$ cat src/rtl/reservation_pool.sv
// Circular free-id pool: self-initialises to ids 0..DEPTH-1, pops ids on dequeue and accepts them back on release.
// Optional RESV_DOUBLE_FREE_CHECK_EN keeps an issued-id bitmap and drops releases of ids that were never handed out.
`ifndef BLOCK_COUNT_BITS
`define BLOCK_COUNT_BITS 4
`endif
`ifndef BLOCK_COUNT
`define BLOCK_COUNT 16
`endif

module reservation_pool #(
    parameter int ID_WIDTH = `BLOCK_COUNT_BITS,
    parameter int DEPTH    = `BLOCK_COUNT
) (
    input  logic                clk,
    input  logic                rst_n,
    input  logic                reservation_dequeue,
    output logic [ID_WIDTH-1:0] reservation_id,
    // "release" is a reserved word, hence the suffix
    input  logic                release_req,
    input  logic [ID_WIDTH-1:0] release_id,
    output logic                init_done,
    output logic                empty,
    output logic [ID_WIDTH:0]   count,
    output logic                underflow_err,
    output logic                overflow_err
);

    typedef enum logic {POOL_INIT, POOL_READY} state_t;

    state_t              state, state_next;
    logic [ID_WIDTH-1:0] mem [DEPTH];
    logic [ID_WIDTH-1:0] rd_ptr, wr_ptr, init_cnt;
    logic [ID_WIDTH:0]   count_next;
    logic                init_last, ready, have_id, full;
    logic                rel_id_ok, rel_ok, deq_pop, rel_push, bypass;
    logic                underflow_next, overflow_next;

`ifdef RESV_DOUBLE_FREE_CHECK_EN
    logic [DEPTH-1:0]    issued;

    always_ff @(posedge clk) begin
        if (!rst_n) begin
            issued <= '0;
        end else begin
            if (rel_push) issued[release_id] <= 1'b0;
            if (deq_pop)  issued[mem[rd_ptr]] <= 1'b1;
        end
    end

    assign rel_id_ok = issued[release_id];
`else
    assign rel_id_ok = 1'b1;
`endif

    assign init_last = (init_cnt == ID_WIDTH'(DEPTH - 1));
    assign ready     = (state == POOL_READY);
    assign have_id   = (count != '0);
    assign full      = (count == (ID_WIDTH+1)'(DEPTH));

    always_ff @(posedge clk) begin
        if (!rst_n) state <= POOL_INIT;
        else        state <= state_next;
    end

    always_comb begin
        state_next = state;
        case (state)
            POOL_INIT:  if (init_last) state_next = POOL_READY;
            POOL_READY: state_next = POOL_READY;
            default:    state_next = POOL_INIT;
        endcase
    end

    // A full pool can still accept a release when a pop frees a slot in the same cycle.
    always_comb begin
        rel_ok         = release_req && rel_id_ok && (!full || reservation_dequeue);
        deq_pop        = ready && reservation_dequeue && have_id;
        bypass         = ready && reservation_dequeue && !have_id && rel_ok;
        rel_push       = ready && rel_ok && !(reservation_dequeue && !have_id);
        underflow_next = reservation_dequeue && (!ready || (!have_id && !rel_ok));
        overflow_next  = release_req && (!ready || !rel_ok);
        count_next     = count;
        if (rel_push && !deq_pop)      count_next = count + 1'b1;
        else if (deq_pop && !rel_push) count_next = count - 1'b1;
    end

    always_ff @(posedge clk) begin
        if (!rst_n) begin
            rd_ptr         <= '0;
            wr_ptr         <= '0;
            init_cnt       <= '0;
            count          <= '0;
            empty          <= 1'b1;
            init_done      <= 1'b0;
            reservation_id <= '0;
            underflow_err  <= 1'b0;
            overflow_err   <= 1'b0;
        end else begin
            underflow_err <= underflow_next;
            overflow_err  <= overflow_next;
            if (!ready) begin
                init_cnt <= init_cnt + 1'b1;
                if (init_last) begin
                    count     <= (ID_WIDTH+1)'(DEPTH);
                    empty     <= 1'b0;
                    init_done <= 1'b1;
                    rd_ptr    <= '0;
                    wr_ptr    <= '0;
                end
            end else begin
                if (deq_pop) begin
                    reservation_id <= mem[rd_ptr];
                    rd_ptr         <= rd_ptr + 1'b1;
                end
                if (bypass)   reservation_id <= release_id;
                if (rel_push) wr_ptr <= wr_ptr + 1'b1;
                count <= count_next;
                empty <= (count_next == '0);
            end
        end
    end

    // Storage carries no reset; the init sweep fills it after every reset.
    always_ff @(posedge clk) begin
        if (rst_n) begin
            if (!ready)        mem[init_cnt] <= init_cnt;
            else if (rel_push) mem[wr_ptr]   <= release_id;
        end
    end

endmodule

$ cat config.mk
export PLATFORM = sky130hd
export DESIGN_NAME = reservation_pool
export DESIGN_NICKNAME = d
export VERILOG_FILES = /design/src/rtl/reservation_pool.sv
export SDC_FILE = /design/constraint.sdc
export NUM_CORES = 1
export LEC_CHECK = 0
export BUFFER_PORTS_ARGS = -buffer_cell sky130_fd_sc_hd__buf_2
export CAP_MARGIN = 40
export CORE_MARGIN = 2
export CORE_UTILIZATION = 49
export CTS_CLUSTER_DIAMETER = 150
export CTS_CLUSTER_SIZE = 24
export DETAILED_ROUTE_END_ITERATION = 12
export PLACE_DENSITY = 0.67
export SLEW_MARGIN = 20
export SYNTH_ARGS = -nofsm -noshare
export SYNTH_HDL_FRONTEND = slang
export SYNTH_SLANG_ARGS = --single-unit
$ cat constraint.sdc
create_clock -name clk -period 2.2 [get_ports clk]
set_input_delay 0.44 -clock clk [delete_from_list [all_inputs] [get_ports clk]]
set_output_delay 0.44 -clock clk [all_outputs]
set_load 0.01 [all_outputs]
=== After elaboration in Yosys (flattened, before gate mapping) ===
Memory sizes are Yosys's and may differ from the RTL's. A register that Yosys moved wholly into a read port is not among the register bits.
Index checks and enable logic that the tools add are counted.
W data, S select, Z words.

* Bits in registers: 26
* Bits in latches: 0
* Memory bits (writable): 64
* ROM bits: 0
* Input port bits: 8
* Output and inout port bits: 13
* Logic and storage cells: 80
* Memories: 1

{| class="wikitable"
|+ Memory list
! memory !! depth !! width !! rd ports !! clocked after memory_dff !! wr ports !! RTL line !! text
|-
| mem || 16 || 4 || 1 || 1 || 1 || 31 || <nowiki>logic [ID_WIDTH-1:0] mem [DEPTH];</nowiki>
|}

* Add/subtract/negate cells: 5
* Multiply operators: 0
* Div/mod/pow operators: 0
* $lt $le $gt $ge: 0
* Equal/unequal tests: 4
* Shift operators: 0
* Multiplexer cells: 27
* Bitwise gates (word level): 1
* Reductions and logical operators: 32

{| class="wikitable"
|+ Operator list
! operator !! number
|-
| $mux W4 || 11
|-
| $mux W5 || 4
|-
| $logic_and A1 B1 Y1 || 13
|-
| $add A4 B1 Y4 const B || 3
|-
| $mux W1 || 11
|-
| $reduce_and A2 Y1 || 4
|-
| $logic_not A1 Y1 || 7
|-
| $add A5 B1 Y5 const B || 1
|-
| $eq A5 B5 Y1 const B || 1
|-
| $logic_not A5 Y1 || 1
|-
| $reduce_bool A5 Y1 || 1
|-
| $sub A5 B1 Y5 const B || 1
|-
| $eq A4 B4 Y1 const B || 1
|-
| $ne A2 B1 Y1 const B || 2
|-
| $reduce_bool A2 Y1 || 2
|-
| $reduce_or A4 Y1 || 1
|-
| $logic_or A1 B1 Y1 || 3
|-
| $pmux W1 S2 || 1
|-
| $not A1 Y1 || 1
|}

=== Logic depth before layout (Yosys ltp) ===
Gate-level depths: netlist of the first run.

* Depth after elaboration: 12
* Gate-level depth with buffers: 8
* Mapped depth without buffers: 7

=== Worst setup path before layout of the first run ===
Ideal clock, no wire load.

* Kind: register to register
* From: register count[0]
* To: memory mem[0][1] (netlist bit), data pin
* Setup time: 0.330 ns
* Arrival: 1.985 ns
* Data required time: 1.870 ns
* Setup slack: -0.115 ns
* Cell stages (with the launch flop): 6
* Path buffers: 0
* Clock period less this slack: 2.315 ns
* Path through: dfxtp_1 inv_1 ha_1 a31oi_4 nand2_2 o21ai_0

* Longest elaborated chain between the ends: 12
* Elaborated cells on any way between the ends: 16
* Those cells by class: 1 x eq/ne; 5 x mux; 10 x reduce/logical

{| class="wikitable"
|+ RTL lines
! element !! RTL line !! text
|-
| from (decl) || 23 || <nowiki>output logic [ID_WIDTH:0] count,</nowiki>
|-
| from (signal assigned) || 104 || <nowiki>count <= (ID_WIDTH+1)'(DEPTH);</nowiki>
|-
| from (signal assigned) || 117 || <nowiki>count <= count_next;</nowiki>
|-
| $eq A5 B5 Y1 || 58 || <nowiki>assign full = (count == (ID_WIDTH+1)'(DEPTH));</nowiki>
|-
| $logic_not A1 Y1 || 76 || <nowiki>rel_ok = release_req && rel_id_ok && (!full || reservation_dequeue);</nowiki>
|-
| $logic_or A1 B1 Y1 || 76 ||
|-
| $logic_and A1 B1 Y1 || 76 ||
|-
| $logic_and A1 B1 Y1 || 79 || <nowiki>rel_push = ready && rel_ok && !(reservation_dequeue && !have_id);</nowiki>
|-
| $logic_and A1 B1 Y1 (*) || 79 ||
|-
| $mux W1 (*) || 127 || <nowiki>else if (rel_push) mem[wr_ptr] <= release_id;</nowiki>
|-
| $mux W1 (*) || 126 || <nowiki>if (!ready) mem[init_cnt] <= init_cnt;</nowiki>
|-
| $mux W1 (*) || 125 || <nowiki>if (rst_n) begin</nowiki>
|-
| $mux W1 (implied by the code) (*) || 127 ||
|-
| $reduce_or A4 Y1 (no line) (*) || -- ||
|-
| $mux W4 (no line) (*) || -- ||
|-
| to (decl) || 31 ||
|}

Every way passes the cells marked *; elsewhere a longest branch is shown, timed or not.

=== Worst setup path in the final report of the first run ===
* From: register count[0]
* To: register empty

* Longest elaborated chain between the ends: 12
* Elaborated cells on any way between the ends: 21
* Those cells by class: 2 x add/sub; 1 x eq/ne; 3 x mux; 15 x reduce/logical

{| class="wikitable"
|+ RTL lines
! element !! RTL line !! text
|-
| $eq A5 B5 Y1 || 58 ||
|-
| $logic_not A1 Y1 || 76 ||
|-
| $logic_or A1 B1 Y1 || 76 ||
|-
| $logic_and A1 B1 Y1 || 76 ||
|-
| $logic_and A1 B1 Y1 (2 in a row) || 79 ||
|-
| $logic_not A1 Y1 || 84 || <nowiki>else if (deq_pop && !rel_push) count_next = count - 1'b1;</nowiki>
|-
| $logic_and A1 B1 Y1 || 84 ||
|-
| $mux W5 || 84 ||
|-
| $mux W5 (*) || 83 || <nowiki>if (rel_push && !deq_pop) count_next = count + 1'b1;</nowiki>
|-
| $logic_not A5 Y1 (*) || 118 || <nowiki>empty <= (count_next == '0);</nowiki>
|-
| $mux W1 (*) || 101 || <nowiki>if (!ready) begin</nowiki>
|-
| to (signal assigned) || 118 ||
|-
| to (decl) || 22 || <nowiki>output logic empty,</nowiki>
|}

Marked as above.
A chain may end at the register's enable or synchronous reset.

==> results of run 1 <==
## final cells by class
cell class,count,share of cell area (%)
clock buffers,9,2.55
clock inverters,7,1.55
inverters,8,0.619
multi-input cells,214,33.5
flip-flops and latches,94,52.0
well taps,105,2.71
repair buffers,53,7.16
## logic make-up (layout without fill, tap and decap cells)
kind of cell / count (synthesis) / after routing / synth area share (%)
flip-flops: 94 / 94 / 59.4
AO/OA/AOI/OAI: 54 / 54 / 9.45
AND/OR/NAND/NOR: 118 / 118 / 15.0
adder cells (fa/ha/maj): 6 / 6 / 1.77
XOR/XNOR: 9 / 9 / 1.85
buffers and inverters: 23 / 77 / 2.59
multiplexers: 27 / 27 / 9.98
## placed cells by master (no fill, tap or decap), types with 6 or more instances in the layout
cell,instances
nor2_1,28
ha_1,6
buf_2,20
edfxtp_1,64
nand3_1,10
mux4_2,12
o21ai_1,7
mux2i_1,12
buf_4,33
and2_1,9
nand2_1,23
inv_1,8
dfxtp_1,30
nor2b_1,13
clkbuf_8,9
## through the flow
stage          hold slack [ns]  utilization (%)  cells  instance area, um2
6_report                 0.456             58.5    490                4850
5_1_grt                  0.464             58.5    490                4850
4_1_cts                  0.443             58.4    490                4850
3_5_place_dp             0.446             56.0    474                4650
3_3_place_gp             0.439             56.0    474                4650
2_1_floorplan            0.471                -    331                4250
## state kept, by name, summed over array words and instances, names as in the netlist, named ones only
register,cells
count,5
empty,1
init_cnt,4
init_done,1
mem,64
overflow_err,1
rd_ptr,4
ready,1
reservation_id,4
underflow_err,1
wr_ptr,4
## layer usage
metal / vias to the layer above / routed length (um) / share of wire (%) / GRT usage (%)
li1: 1351 / - / - / -
met1: 1357 / 4030 / 45 / 25.9
met2: 54 / 4330 / 49 / 32.1
met3: 12 / 351 / 4.0 / 4.75
met4: 0 / 166 / 1.9 / 6.50
met5: - / 0 / 0 / 0
## power by group
group	total [mW]	internal (mW)	switching [mW]	leakage (nW)
logic	0.138	0.0524	0.0852	0.781
registers	1.93	1.92	0.0160	0.803
clock network	1.11	0.448	0.663	0.0981
## worst max path at each step
stage,start,to
6_report,count[0],empty
5_1_grt,count[0],empty
4_1_cts,count[0],mem[11][3]
3_5_place_dp,reservation_dequeue,mem[11][1]
3_3_place_gp,reservation_dequeue,mem[11][1]
2_1_floorplan,count[0],mem[0][1]
## worst reg2reg max path: stages, from the launching register on
cell      delay, ns
dfxtp_1        0.32
inv_1          0.07
ha_1           0.31
or4b_1         0.53
nand4_1        0.13
o311ai_1       0.14
and4_1         0.24
a21o_1         0.18
## timing repair
| action | in CTS | in global routing |
|---|---|---|
| gates resized for setup | 0 | 1 |
| endpoints found under the setup margin | 0 | 16 |
| setup buffers | 0 | 0 |
==> metrics.md, run 1 <==
| Metric | Value |
|---|---|
| Hold Vio Cnt, Final | 0 |
| VDD IR max | 506 uV |
| Worst EP arrival | between 2 and 2.5 ns |
| Syn nets | about 350 |
| Worst-Skew Late Latency | ~0.36 ns |
| Relative max-transition margin | ~54% |
| Status | finished, final reports clean |
| Place WS | roughly 0.028 ns |
| Drt pass-1 iters | 5 |
| Hold path depth | 2 |
| Clock root cell | clkbuf_8 |
| MaxCap Viol Count | 0 |
| Worst flop-to-flop path startpoint | count[0] |
| DRT Wirelength | 8880 um |
| Worst EP required | roughly 2.5 ns |
| Most common cell in the synthesized netlist | edfxtp_1 |
| Initial antenna violation count | 0 |
| Remaining Overflow, GRT | 0 |
| Vias per inst | 5.66 |
| Largest net degree at the start of global routing | 22 |
| Die Span Y | 97.1 um |
| Clock slew at reported path FFs | approximately 0.10 ns |
| Post-layout nets | 394 |
| R2R Setup Slk | approximately 0.18 ns |
| Clock tree from TritonCTS | done |
| CP max-delay cell | or4b_1 |
| # DRC | 0 |
| Synth area leaders | edfxtp_1 45%, dfxtp_1 14%, mux4_2 6.4% |
| Final Max Slew Viols | 0 |
| Syn Inst Count | 331 |
| WL per Instance | between 15 and 20 um |
| Num CTS Buffers | 9 |
| Setup TNS | 0 ns |
| Clock sinks | 94 |
| GRT Util Overall | between 10% and 20% |
| Initial Utilization | between 50% and 60% |
| Number of synthesis warnings | 0 |
| Commonest cells post-synth | 64 x edfxtp_1, 30 x dfxtp_1, 28 x nor2_1 |
| Worst Reg-to-Reg Cells | 7 |
| Detailed Place HPWL | 6430 um |
| Worst Tran Pin Value | about 0.7 ns |
| Hold EP | init_done |
| RSZ-0062 raised after global routing | false |
| Static leakage | between 1.5 and 2 nW |
| Area of the multi-input gates | about 1600 um2 |
| Synth area leader | edfxtp_1 |
| Area of the core | roughly 8300 um2 |
| Clk_skew | around 0.013 ns |
| Routed vias | 2774 |
| CP Class | reg2reg |
| First-pass GRT wire length | between 10000 and 15000 um |
| Share of cells above drive strength 1 | 22.6% |
| Worst R2R End | empty |
| Htree depth | 3 |
| Async SR Flop Fraction | 0% |
| Fillers | about 680 |
| DR iter-0 viols | roughly 110 |
| Io pins | 21 |
| Count of flip-flops with a built-in enable after synthesis | 64 |
| Part of the Yosys area used for sequential elements | around three fifths |
| Tot Pwr | ~3.2 mW |
| # diodes | 0 |
| Largest fanout on the critical path | 6 |
| Distinct cell type count after synthesis | 57 |
| Routability cong. | roughly 0.84 |
| Final Worst Setup Slack | 0.182 ns |
| Die Area | roughly 9400 um2 |
| Layout area overhead | 14.3% |
| Predominant post-synthesis flop cell | edfxtp_1 |
| Largest stage delay, worst path | roughly 0.53 ns |
| Avg Inst Size Synth | 12.8 um2 |
| ANT nets after route | 0 |
| Flip-flop and latch count after synthesis | 94 |
| Row Count | 33 |
| Stages on the worst setup path | 7 |
| Worst Hold Class | reg2reg |
| Power per cell area | ~660 nW/um2 |
| Die width | 97.1 um |
| Fin crit share | approximately nine tenths |
| Vias in the first global route | approximately 2800 |
| Cell Area, Synth | ~4200 um2 |
| Max Buffers Root-to-Sink | 2 |
| Port Buf Inserts | 20 |
| Fin crit period | between 2 and 2.5 ns |
| Storage cell area | roughly 2500 um2 |
| Buf/Inv on CP | 1 |
| Crit path max-delay family | simple AND/OR/NAND/NOR gates |
| Worst-path cell chain | inv_1 > ha_1 > or4b_1 > nand4_1 > o311ai_1 > and4_1 > a21o_1 |
| Critical path startpoint category | flip-flop |
| Top cell type's share of synthesized area | between 40% and 50% |
| Worst hold path startpoint | init_done |
| Crit end category | flip-flop |
| Max Fclk | between 400 and 500 MHz |
| Setup violations, final | 0 |
| CTS Hold Bufs | 0 |
No activity file was read; power rests on OpenSTA's default activity.
==> run 2: changes to the inputs <==
Settings changed: CTS_BUF_LIST from default to sky130_fd_sc_hd__clkbuf_4 sky130_fd_sc_hd__clkbuf_8, MAX_ROUTING_LAYER from default to met4.
==> run 2 against run 1 <==
Against the previous run: wire length up 0.61%; clock power barely moved; via count increased by 0.18%; worst setup slack improved by 0.0013 ns; design area stayed put; flip-flop and latch count is the same; maximum frequency about the same; sequential share of layout area is the same; clock skew decreased by 0.0022 ns; register-to-register slack is essentially flat; critical path type unchanged; critical endpoint unchanged.
==> metrics.md, run 2 (same netlist as run 1, synthesis figures left out) <==
| Metric | Value |
|---|---|
| Status | finished, final reports clean |
| Comb pwr share | between 4 and 5% |
| ANT nets after route | 0 |
| Die Span Y | ~97 um |
| Dpl cells | roughly 470 |
| Routability cong. | 0.849 |
| Power per cell area | ~660 nW/um2 |
| DR iter-0 viols | between 100 and 150 |
| WL per Instance | 18.2 um |
| Seq pwr share | 60.7% |
| First-pass GRT wire length | roughly 14000 um |
| P_sw | approximately 770 uW |
| Met3 Use GR | ~4.7% |
| Area of the core | slightly above 8000 um2 |
| DRT Wirelength | 8930 um |
| Switching part of the total | roughly a quarter |
| GRT Util Overall | approximately 20% |
| CTS Hold Bufs | 0 |
| Setup violations, final | 0 |
| Max reg flops | 64 |
| # diodes | 0 |
| Post-layout nets | 394 |
| CP Class | reg2reg |
| Clock sinks | between 90 and 100 |
| Die Area | 9430 um2 |
| Remaining Overflow, GRT | 0 |
| GR Util met1 | ~26% |
| Resized Gates After CTS | 0 |
| Clock root cell | clkbuf_8 |
| Fin crit period | about 2.0 ns |
| Worst Tran Pin Value | between 0.6 and 0.7 ns |
| Vias per inst | around 5.7 |
| Htree depth | 3 |
| Initial Utilization | 51.2% |
| Post-CTS setup buffer count | 0 |
| Tot Pwr | ~3.2 mW |
| Largest net degree at the start of global routing | 22 |
| MaxCap Viol Count | 0 |
| Worst Hold Class | reg2reg |
| Vias in the first global route | roughly 2800 |
| Relative max-transition margin | 53.6% |
| # DRC | 0 |
| Most frequent cells in the layout | 64 x edfxtp_1, 33 x buf_4, 30 x dfxtp_1 |
| Routed vias | 2779 |
| Worst EP arrival | roughly 2.3 ns |
| Clk_skew | between 0.01 and 0.015 ns |
| Clock Power Share | about a third |
| Max Fclk | just under 500 MHz |
| Detailed Place HPWL | around 6400 um |
| Top Registers | mem x64, count x5 |
| Clock slew at reported path FFs | around 0.10 ns |
| Setup TNS | 0 ns |
| Final Max Slew Viols | 0 |
| Hold Vio Cnt, Final | 0 |
| VDD IR max | slightly above 500 uV |
| Largest fanout on the critical path | 6 |
| Layout area overhead | 14.3% |
| Die width | 97.1 um |
| CP max-delay cell | or4b_1 |
| Met2 Use GR | approximately a third |
| GR peak layer | met2 |
| Num CTS Buffers | 9 |
| Most common cell after layout, fill and taps aside | edfxtp_1 |
| Port Buf Inserts | 20 |
| Drt pass-1 iters | 4 |
| Largest stage delay, worst path | between 0.5 and 0.6 ns |
| Reg with most FFs | mem |
| Critical path startpoint category | flip-flop |
| Fillers | 679 |
| Row Count | 33 |
| Worst-Skew Late Latency | approximately 0.35 ns |
| Internal power | around 2.4 mW |
| Fin crit share | 91.7% |
| Static leakage | between 1.5 and 2 nW |
| Max Buffers Root-to-Sink | 2 |
| Non-filler cells, final | 490 |
| RSZ-0062 raised after global routing | false |
| Initial antenna violation count | 0 |
| Share of cells above drive strength 1 | 22.6% |
| Worst EP required | 2.45 ns |
| Worst-path cell chain | inv_1 > ha_1 > or4b_1 > nand4_1 > o311ai_1 > and4_1 > a21o_1 |
| Clock tree from TritonCTS | done |
| Io pins | 21 |
| Crit end category | flip-flop |
-- run 2: cell counts in the layout (fill, tap and decap cells not counted) --
No cell type changed its count.
-- run 2: layer usage --
metal	wire (um)	vias to the layer above
met3	318	12
met1	4110	1360
li1	-	1349
met4	171	0
met5	0	-
met2	4330	58
-- run 2: power by group through the flow --
stage	logic, mW	registers [mW]	clock network, mW
after global placement	0.135	1.97	0
after global routing	0.154	1.93	1.21
after floorplan	0.0813	1.97	0
after detailed placement	0.137	1.97	0
final	0.138	1.93	1.11
after CTS	0.138	1.93	1.15
-- run 2: worst max-delay path: cells and delay by family (launching register included) --
| family | cells | cell delay, ns |
|---|---|---|
| and+or+nand+nor | 3 | 0.89 |
| DFF | 1 | 0.32 |
| AOI/OAI and AO/OA | 2 | 0.32 |
| adders and majority gates | 1 | 0.31 |
| buffers and inverters | 1 | 0.07 |
-- run 2: path summary, 6_finish.rpt --
kind / end / depth (start not counted) / from / slack [ns]
setup / recovery: empty / 7 / count[0] / 0.18
hold / removal: init_done / 2 / init_done / 0.46
setup reg to reg: empty / 7 / count[0] / 0.18
hold reg to reg: init_done / 2 / init_done / 0.46
-- run 2: through the flow --
| step | hold WS, ns | instance area [um2] | worst slack (ns) | util, % |
|---|---|---|---|---|
| after floorplan | 0.471 | 4250 | 0.164 | - |
| after global placement | 0.439 | 4650 | 0.0195 | 56.0 |
| after detailed placement | 0.446 | 4650 | 0.0277 | 56.0 |
| after CTS | 0.443 | 4850 | 0.121 | 58.4 |
| after global routing | 0.464 | 4850 | 0.0451 | 58.5 |
| final | 0.457 | 4850 | 0.183 | 58.5 |
-- run 2: layout make-up --
class	instances	area (um2)	share of cell area, %
clock buffers	9	124	2.55
clock inverters	7	75.1	1.55
inverters	8	30.0	0.619
multi-input cells	214	1620	33.5
flip-flops and latches	94	2520	52.0
well taps	105	131	2.71
repair buffers	53	348	7.16
